===== config.mk =====
export PLATFORM = sky130hd
export DESIGN_NAME = cp0_excpt_unit
export DESIGN_NICKNAME = d
export VERILOG_FILES = /design/src/rtl/cp0_defs.sv /design/src/rtl/cp0_timer.sv /design/src/rtl/cp0_excpt_unit.sv
export SDC_FILE = /design/constraint.sdc
export NUM_CORES = 1
export LEC_CHECK = 0
export CELL_PAD_IN_SITES_DETAIL_PLACEMENT = 1
export CELL_PAD_IN_SITES_GLOBAL_PLACEMENT = 1
export CORE_MARGIN = 10
export CORE_UTILIZATION = 35
export DETAILED_ROUTE_END_ITERATION = 8
export GPL_TIMING_DRIVEN = 0
export MAX_ROUTING_LAYER = met4
export PLACE_DENSITY_LB_ADDON = 0.25
export SLEW_MARGIN = 20
export SYNTH_ARGS = -nofsm -noshare
export SYNTH_HDL_FRONTEND = slang
export SYNTH_SLANG_ARGS = --single-unit

===== constraint.sdc =====
create_clock -name clk -period 1.93 [get_ports clk]
set_input_delay 0.386 -clock clk [delete_from_list [all_inputs] [get_ports clk]]
set_output_delay 0.386 -clock clk [all_outputs]
set_load 0.005 [all_outputs]

===== src/rtl/cp0_defs.sv =====
// Shared CP0 definitions for the exception unit and its timer.
//   - CP0 register addresses implemented by this block
//   - bit positions of the MEM-stage excptype flags
//   - ExcCode values written to Cause[6:2]
//   - writable-field masks and the default handler vector
package cp0_defs;

   localparam logic [4:0] REG_COUNT   = 5'd9;
   localparam logic [4:0] REG_COMPARE = 5'd11;
   localparam logic [4:0] REG_STATUS  = 5'd12;
   localparam logic [4:0] REG_CAUSE   = 5'd13;
   localparam logic [4:0] REG_EPC     = 5'd14;

   localparam int unsigned EXC_SYSCALL_BIT = 8;
   localparam int unsigned EXC_RI_BIT      = 9;
   localparam int unsigned EXC_OV_BIT      = 10;
   localparam int unsigned EXC_ERET_BIT    = 12;

   typedef enum logic [4:0] {
      EXC_INT = 5'd0,
      EXC_SYS = 5'd8,
      EXC_RI  = 5'd10,
      EXC_OV  = 5'd12
   } exc_code_e;

   // Status: IM[15:8], EXL[1], IE[0]
   localparam logic [31:0] STATUS_WMASK = 32'h0000_FF03;
   localparam logic [31:0] EXC_VECTOR_DEFAULT = 32'h0000_0040;

   function automatic logic is_impl(input logic [4:0] addr);
      return (addr == REG_COUNT) || (addr == REG_COMPARE) || (addr == REG_STATUS) ||
             (addr == REG_CAUSE) || (addr == REG_EPC);
   endfunction

endpackage


===== src/rtl/cp0_timer.sv =====
// CP0 Count/Compare timer.
//   clk, rst      : clock, synchronous active-high reset
//   count_we      : mtc0 write to Count (overrides the increment)
//   compare_we    : mtc0 write to Compare (clears timer_int)
//   wdata         : mtc0 write data
//   count/compare : current register values
//   timer_int     : sticky Count==Compare match (Compare != 0)
module cp0_timer (
   input  logic        clk,
   input  logic        rst,
   input  logic        count_we,
   input  logic        compare_we,
   input  logic [31:0] wdata,
   output logic [31:0] count,
   output logic [31:0] compare,
   output logic        timer_int
);

   logic match;

   assign match = (count == compare) && (compare != '0);

   always_ff @(posedge clk) begin
      if (rst) begin
         count     <= '0;
         compare   <= '0;
         timer_int <= 1'b0;
      end else begin
         if (count_we) count <= wdata;
         else          count <= count + 32'd1;

         if (compare_we) compare <= wdata;

         // Compare write acknowledges the interrupt and beats a same-cycle match
         if (compare_we) timer_int <= 1'b0;
         else if (match) timer_int <= 1'b1;
      end
   end

endmodule


===== src/rtl/cp0_excpt_unit.sv =====
// CP0 register file with exception/interrupt arbiter.
//   clk, rst        : clock, synchronous active-high reset
//   we/waddr/wdata  : mtc0 write port (MEM)
//   raddr/rdata     : mfc0 read port (EX), combinational with write bypass
//   excptype/pc_mem : MEM-stage exception flags and PC
//   inst_valid      : MEM holds a real instruction
//   hw_int          : level-sensitive external interrupts -> Cause.IP[15:10]
//   excpt/ejpc      : one-cycle redirect pulse and target
//   status/cause    : current Status and Cause
//   timer_int       : timer interrupt pending
module cp0_excpt_unit
   import cp0_defs::*;
#(
   parameter logic [31:0] EXC_VECTOR = EXC_VECTOR_DEFAULT,
   parameter int unsigned TIMER_IP   = 7
) (
   input  logic        clk,
   input  logic        rst,
   input  logic        we,
   input  logic [4:0]  waddr,
   input  logic [31:0] wdata,
   input  logic [4:0]  raddr,
   output logic [31:0] rdata,
   input  logic [31:0] excptype,
   input  logic [31:0] pc_mem,
   input  logic        inst_valid,
   input  logic [5:0]  hw_int,
   output logic        excpt,
   output logic [31:0] ejpc,
   output logic [31:0] status,
   output logic [31:0] cause,
   output logic        timer_int
);

   logic [31:0] count, compare, epc;
   logic        int_req, take, eret;
   exc_code_e   code;
   logic [7:0]  ip_next;
   logic        unused_excptype;

   assign unused_excptype = ^{excptype[31:13], excptype[11], excptype[7:0]};

   cp0_timer u_timer (
      .clk        (clk),
      .rst        (rst),
      .count_we   (we && (waddr == REG_COUNT)),
      .compare_we (we && (waddr == REG_COMPARE)),
      .wdata      (wdata),
      .count      (count),
      .compare    (compare),
      .timer_int  (timer_int)
   );

   assign int_req = status[0] & ~status[1] & (|(status[15:8] & cause[15:8])) & inst_valid;

   // Detection is blocked during the redirect cycle: MEM is being flushed
   always_comb begin
      take = 1'b0;
      eret = 1'b0;
      code = EXC_INT;
      if (!excpt) begin
         if (int_req) begin
            take = 1'b1;
            code = EXC_INT;
         end else if (excptype[EXC_SYSCALL_BIT]) begin
            take = 1'b1;
            code = EXC_SYS;
         end else if (excptype[EXC_RI_BIT]) begin
            take = 1'b1;
            code = EXC_RI;
         end else if (excptype[EXC_OV_BIT]) begin
            take = 1'b1;
            code = EXC_OV;
         end else if (excptype[EXC_ERET_BIT]) begin
            eret = 1'b1;
         end
      end
   end

   // IP[1:0] are software-writable, IP[7:2] follow hw_int, timer ORs into its bit
   always_comb begin
      ip_next = cause[15:8];
      if (we && (waddr == REG_CAUSE)) ip_next[1:0] = wdata[9:8];
      ip_next[7:2] = hw_int;
      ip_next[TIMER_IP] = ip_next[TIMER_IP] | timer_int;
   end

   // mtc0 writes first; hardware updates below override only the fields they own
   always_ff @(posedge clk) begin
      if (rst) begin
         status <= '0;
         cause  <= '0;
         epc    <= '0;
         excpt  <= 1'b0;
         ejpc   <= '0;
      end else begin
         if (we && (waddr == REG_STATUS)) status <= wdata & STATUS_WMASK;
         if (we && (waddr == REG_EPC))    epc    <= wdata;
         cause[15:8] <= ip_next;

         if (take) begin
            epc        <= pc_mem;
            cause[6:2] <= code;
            status[1]  <= 1'b1;
            excpt      <= 1'b1;
            ejpc       <= EXC_VECTOR;
         end else if (eret) begin
            status[1]  <= 1'b0;
            excpt      <= 1'b1;
            ejpc       <= epc;
         end else begin
            excpt      <= 1'b0;
         end
      end
   end

   always_comb begin
      rdata = '0;
      case (raddr)
         REG_COUNT:   rdata = count;
         REG_COMPARE: rdata = compare;
         REG_STATUS:  rdata = status;
         REG_CAUSE:   rdata = cause;
         REG_EPC:     rdata = epc;
         default:     rdata = '0;
      endcase
      if (we && (waddr == raddr) && is_impl(raddr)) rdata = wdata;
   end

endmodule

# After elaboration in Yosys (flattened, before gate mapping)
# Cells that the tools add are included.
[op_classes] addsub=1 eq_ne=12 muxes=28 n_bitwise=6 n_reduce_logical=19
[ops] op="$pmux W32 S5" count=1
[ops] op="$mux W32" count=4
[ops] op="$eq A5 B4 Y1 const B" count=10
[ops] op="$add A32 B1 Y32 const B" count=1
[ops] op="$eq A32 B32 Y1" count=1
[ops] op="$reduce_bool A32 Y1" count=1
[ops] op="$mux W4" count=5
[ops] op="$mux W1" count=15
[ops] op="$mux W7" count=2
[ops] op="$and A8 B8 Y8" count=1
[ops] op="$logic_and A1 B1 Y1" count=8
[ops] op="$reduce_or A8 Y1" count=1
[ops] op="$eq A5 B5 Y1" count=1
[ops] op="$logic_or A1 B1 Y1" count=4
[ops] op="$reduce_bool A2 Y1" count=2
[ops] op="$reduce_or A2 Y1" count=2
[ops] op="$and A1 B1 Y1" count=3
[ops] op="$reduce_bool A3 Y1" count=1
[ops] op="$mux W2" count=1
[ops] op="$not A1 Y1" count=1
[ops] op="$or A1 B1 Y1" count=1
[totals] reg_bits=153 in_bits=116 output_inout_bits=130 elab_cells=78

# Depth between registers and ports, before layout
[logic_depth] word_depth=8 depth_mapped=7 mapped_depth_nobuf=5

# Hierarchy
# From an unflattened synthesis, not the netlist that was laid out.
[hier_totals] cells_unflattened=964 area_unflattened_um2=8679.6
[modules_own_cells] module="cp0_excpt_unit" n_inst=1 cells_each=603 area_per_inst_um2=5386.4 seq_area_each_um2=1721.7
[modules_own_cells] module="cp0_timer" n_inst=1 cells_each=361 area_per_inst_um2=3293.2 seq_area_each_um2=1301.2

# Worst setup path after synthesis
# Ideal clock, no wire load.
[synth_path] path_type="input -> output" startpoint="in raddr[0]" endpoint="out rdata[10]" t_arrival_ps=1567 required_ps=1544 setup_slack_ps=-23 path_stages=6 n_path_buf=2 path_cell_list="buf_2 nand4b_1 nor2_1 clkbuf_1 a221oi_1 a311oi_1"
[synth_via] elab_chain_cells=7 word_cells_on_any_way=14 classes_between="6 x eq/ne; 2 x mux; 6 x reduce/logical"
[synth_lines] item="start, declared" line_no="cp0_excpt_unit.sv:22" source="input logic [4:0] raddr,"
[synth_lines] item="$eq A5 B4 Y1" line_no="cp0_defs.sv:31, cp0_excpt_unit.sv:119"
[synth_lines] item="$logic_or A1 B1 Y1 (3 in series)" line_no="cp0_defs.sv:31" source="return (addr == REG_COUNT) || (addr == REG_COMPARE) || (addr == REG_STATUS) ||"
[synth_lines] item="$logic_or A1 B1 Y1" line_no="cp0_defs.sv:32" source="(addr == REG_CAUSE) || (addr == REG_EPC);"
[synth_lines] item="$logic_and A1 B1 Y1" line_no="cp0_excpt_unit.sv:127" source="if (we && (waddr == raddr) && is_impl(raddr)) rdata = wdata;"
[synth_lines] item="$mux W32 *" line_no="cp0_excpt_unit.sv:127"
[synth_lines] item="end, declared" line_no="cp0_excpt_unit.sv:23" source="output logic [31:0] rdata,"
# Mark *: on every way between the ends. The rest lies on a longest branch, timed or not.

# Worst setup path in the final report
[layout_path] startpoint="in raddr[3]" endpoint="out rdata[14]"
# Same word-level chain as after synthesis.

==> results by group <==
Layout
  • Antenna diodes: 0
  • Area growth, synth to finish: 48.73%
  • Share of layout cells above drive strength 1: between 20% and 30%
  • Finished Layout Cells: around 1500
  • Fin nets: 1332
  • Fin util: between 50% and 60%

Timing
  • Max transition margin: a little over two fifths
  • F_max: approximately 0.4 GHz
  • Final clock skew: roughly 13 ps
  • Max-slew violations: 0
  • Slew @ Worst Pin: around 850 ps
  • Min cycle time layout: about 2500 ps
  • Hold_ws: around 380 ps
  • RSZ-0062 raised after global routing: yes
  • Setup Viol. Count Final: 32
  • Worst setup margin: -610.9 ps
  • Final setup TNS: -15760 ps
  • Fin. Hold Viols: 0
  • Final Cycle Share: 131.7%

Route
  • 1st-iter DRT viols: 959
  • Post-detailed-route count of antenna-violating nets: 0
  • Post-Route WL: around 38000 um
  • Per-cell routed wire length: approximately 25 um
  • Drc violations: 0
  • Via density: around 5.7
  • Pre-antenna DRT Iters: 9
  • Vias: 8559

Synth
  • Yosys warns: 0
  • Area leader, netlist: dfxtp_1
  • Ys async rst share: 0%
  • Mapped Area: 0.008090 mm2
  • Syn Inst Count: ~950
  • Synthesized flop and latch total: around 150
  • Top FF cell, synth: dfxtp_1
  • Post-synth cell types: 48
  • Yosys top cell area share: 37.36%
  • Area contributors post-synth: dfxtp_1, mux2i_1, a211oi_1
  • Mapped Avg Cell Area: 8.561 um2
  • Sequential share of the synthesized area: 37.36%
  • Number of synthesized flops with an enable pin: 0

Clock network
  • Worst-case clock buffer depth: 2
  • Htree depth: 4
  • Clock Pin Slew Worst Setup and Hold Paths: about 70 ps
  • Clk root buf: clkbuf_16
  • Worst skew pair latency: around 440 ps
  • Num Clock Sinks: roughly 150
  • CTS Buf Count: 17
  • CTS tree: built

Floorplan
  • Initial Utilization: 35.63%
  • Die H: 172.0 um
  • Core Rows: 55
  • Core ar.: between 0.02 and 0.025 mm2
  • # IOs: between 200 and 250
  • Die ar.: ~0.030 mm2
  • Die Wd: about 170 um

Placement
  • IO Port Bufs: roughly 170
  • Post-DP HPWL: between 20000 and 30000 um
  • GP Congestion: 0.9603
  • DP Cell Count: approximately 1400

Setup path
  • Worst EP arrival: roughly 2200 ps
  • Critical Path Start: raddr[3]
  • Reg2Reg Depth: 8
  • Critical register-to-register path startpoint: cause[9]
  • Worst path slowest cell: a311oi_4
  • Critical path type: primary input to output port
  • Crit. End Element: output port
  • Reg2reg setup slack: about 10 ps
  • Worst path max stage delay: around 320 ps
  • Worst EP required: about 1500 ps
  • Crit path to: rdata[14]
  • R2R Path End: ejpc[7]
  • Worst-path cell chain: buf_8, xor2_2, nor4_4, buf_4, nand3_4, buf_6, clkbuf_16, a311oi_4, buf_2
  • Worst Path Max Fanout: 5
  • Startpoint types: primary input

Global routing
  • Vias in the first global route: 8857
  • GRT Total Usage: around a quarter
  • Largest net degree at the start of global routing: 17
  • Grt ovf: 0
  • Antenna violations before repair: 0
  • First-pass GRT wire length: 55720 um

Worst hold path
  • Hold Crit Class: primary input to flip-flop

Outcome
  • Violated checks: negative setup slack
  • Outcome: finished, violations left

Power
  • PwrDens: ~660 mW/mm2
  • VDD IR-drop max: 0.0003959 V
  • Lkg Pwr: approximately 4.3 nW
  • Total Power: roughly 7.9 mW

Job
  • Max_cap viols: 0
-- worst max-delay path, delay by kind of cell --
family / cells / cell delay, ps
AO/OA/AOI/OAI: 1 / 320
XOR/XNOR: 1 / 180
buffers and inverters: 5 / 820
AND/OR/NAND/NOR: 2 / 440
-- routing by layer --
metal | wire length, um | part of all wire [%] | GRT usage [%]
met4 | 1290 | 3.4 | 10.04
met2 | 17600 | 46 | 40.23
met3 | 2891 | 7.6 | 3.899
met1 | 16130 | 43 | 32.80
met5 | 0 | 0 | -
-- state kept, by name, summed over array words and instances, names as in the netlist --
register / cells
cause: 11
ejpc: 32
epc: 32
excpt: 1
status: 10
u_timer.compare: 32
u_timer.count: 32
u_timer.timer_int: 1
-- Yosys cell counts (4+ instances only) --
cell type  count
a211oi_1      75
a211oi_2       6
a21oi_1       34
a221oi_1       8
a222oi_1      24
a22oi_1        4
a311oi_1      13
and3_1         4
and4_1         7
buf_2         18
buf_4         47
clkbuf_1      53
dfxtp_1      151
inv_1          9
mux2i_1       85
nand2_1       85
nand3_1       15
nand4_1       24
nor2_1       128
nor2b_1        5
nor3_1        37
nor4_1        11
xnor2_1       42
xor2_1        25
-- logic make-up after synthesis --
group,after synthesis,share of synthesized area (%)
other,1,0.04635
adder cells (fa/ha/maj),1,0.1546
buffers and inverters,134,8.970
multiplexers,85,10.52
AO/OA/AOI/OAI,175,16.73
AND/OR/NAND/NOR,331,18.96
flip-flops,151,37.36
XOR/XNOR,67,7.253
-- where the power goes --
group | leakage, nW | switching [mW] | internal, mW
Clock | 0.286 | 1.59 | 1.83
Combinational | 2.78 | 0.586 | 0.523
Sequential | 1.24 | 0.159 | 3.22
Total | 4.30 | 2.34 | 5.58
-- layout by cell type, fill, tap and decap left out, types with 6 or more instances in the layout --
master	n
dfxtp_1	141
clkdlybuf4s50_1	131
nor2_1	106
nand2_1	85
mux2i_1	82
buf_4	76
a211oi_1	57
buf_2	47
conb_1	43
xnor2_1	41
nor3_1	36
a21oi_1	34
clkbuf_1	24
nand4_1	24
a222oi_1	24
clkbuf_16	22
xor2_1	21
nor2_2	16
nand3_1	14
a211oi_2	14
clkbuf_2	13
a211oi_4	10
a311oi_4	10
nor4_1	10
dfxtp_2	9
inv_1	8
buf_8	8
buf_6	8
and4_1	7
buf_12	7
nor2_4	6
a221oi_1	6
-- how the worst min path moves through the flow --
stage,startpoint,slack (ps),end,depth (start not counted)
after global routing,waddr[1],420,cause[8],4
after global placement,ejpc[13],470,ejpc[13],2
after CTS,waddr[1],440,cause[8],4
final,waddr[1],380,cause[8],4
after floorplan,cause[3],460,cause[3],2
after detailed placement,ejpc[6],470,ejpc[6],1
-- metrics by stage --
step | setup slack, ps | cell area [um2]
2_1_floorplan | 3.428 | 8253
3_3_place_gp | -1769 | 10340
3_5_place_dp | -1816 | 10340
4_1_cts | -563.6 | 11710
5_1_grt | -640.2 | 12030
6_report | -610.9 | 12030
-- cell type report --
class / count / area [um2]
Clock inverter: 14 / 156.4
Sequential cell: 151 / 3038
Fill cell: 2636 / 10680
Inverter: 9 / 33.78
Buffer: 122 / 888.4
Timing Repair Buffer: 211 / 2014
Clock buffer: 17 / 425.4
Tap cell: 285 / 356.6
Multi-Input combinational cell: 703 / 5120
-- what timing repair did --
item,4_1_cts,5_1_grt
hold buffers,0,0
pin swaps,26,41
gates resized for setup,307,87
setup endpoints to repair,142,142
setup buffers,23,11
cloned,3,2
Note: power is estimated with default switching activity, not from simulation.
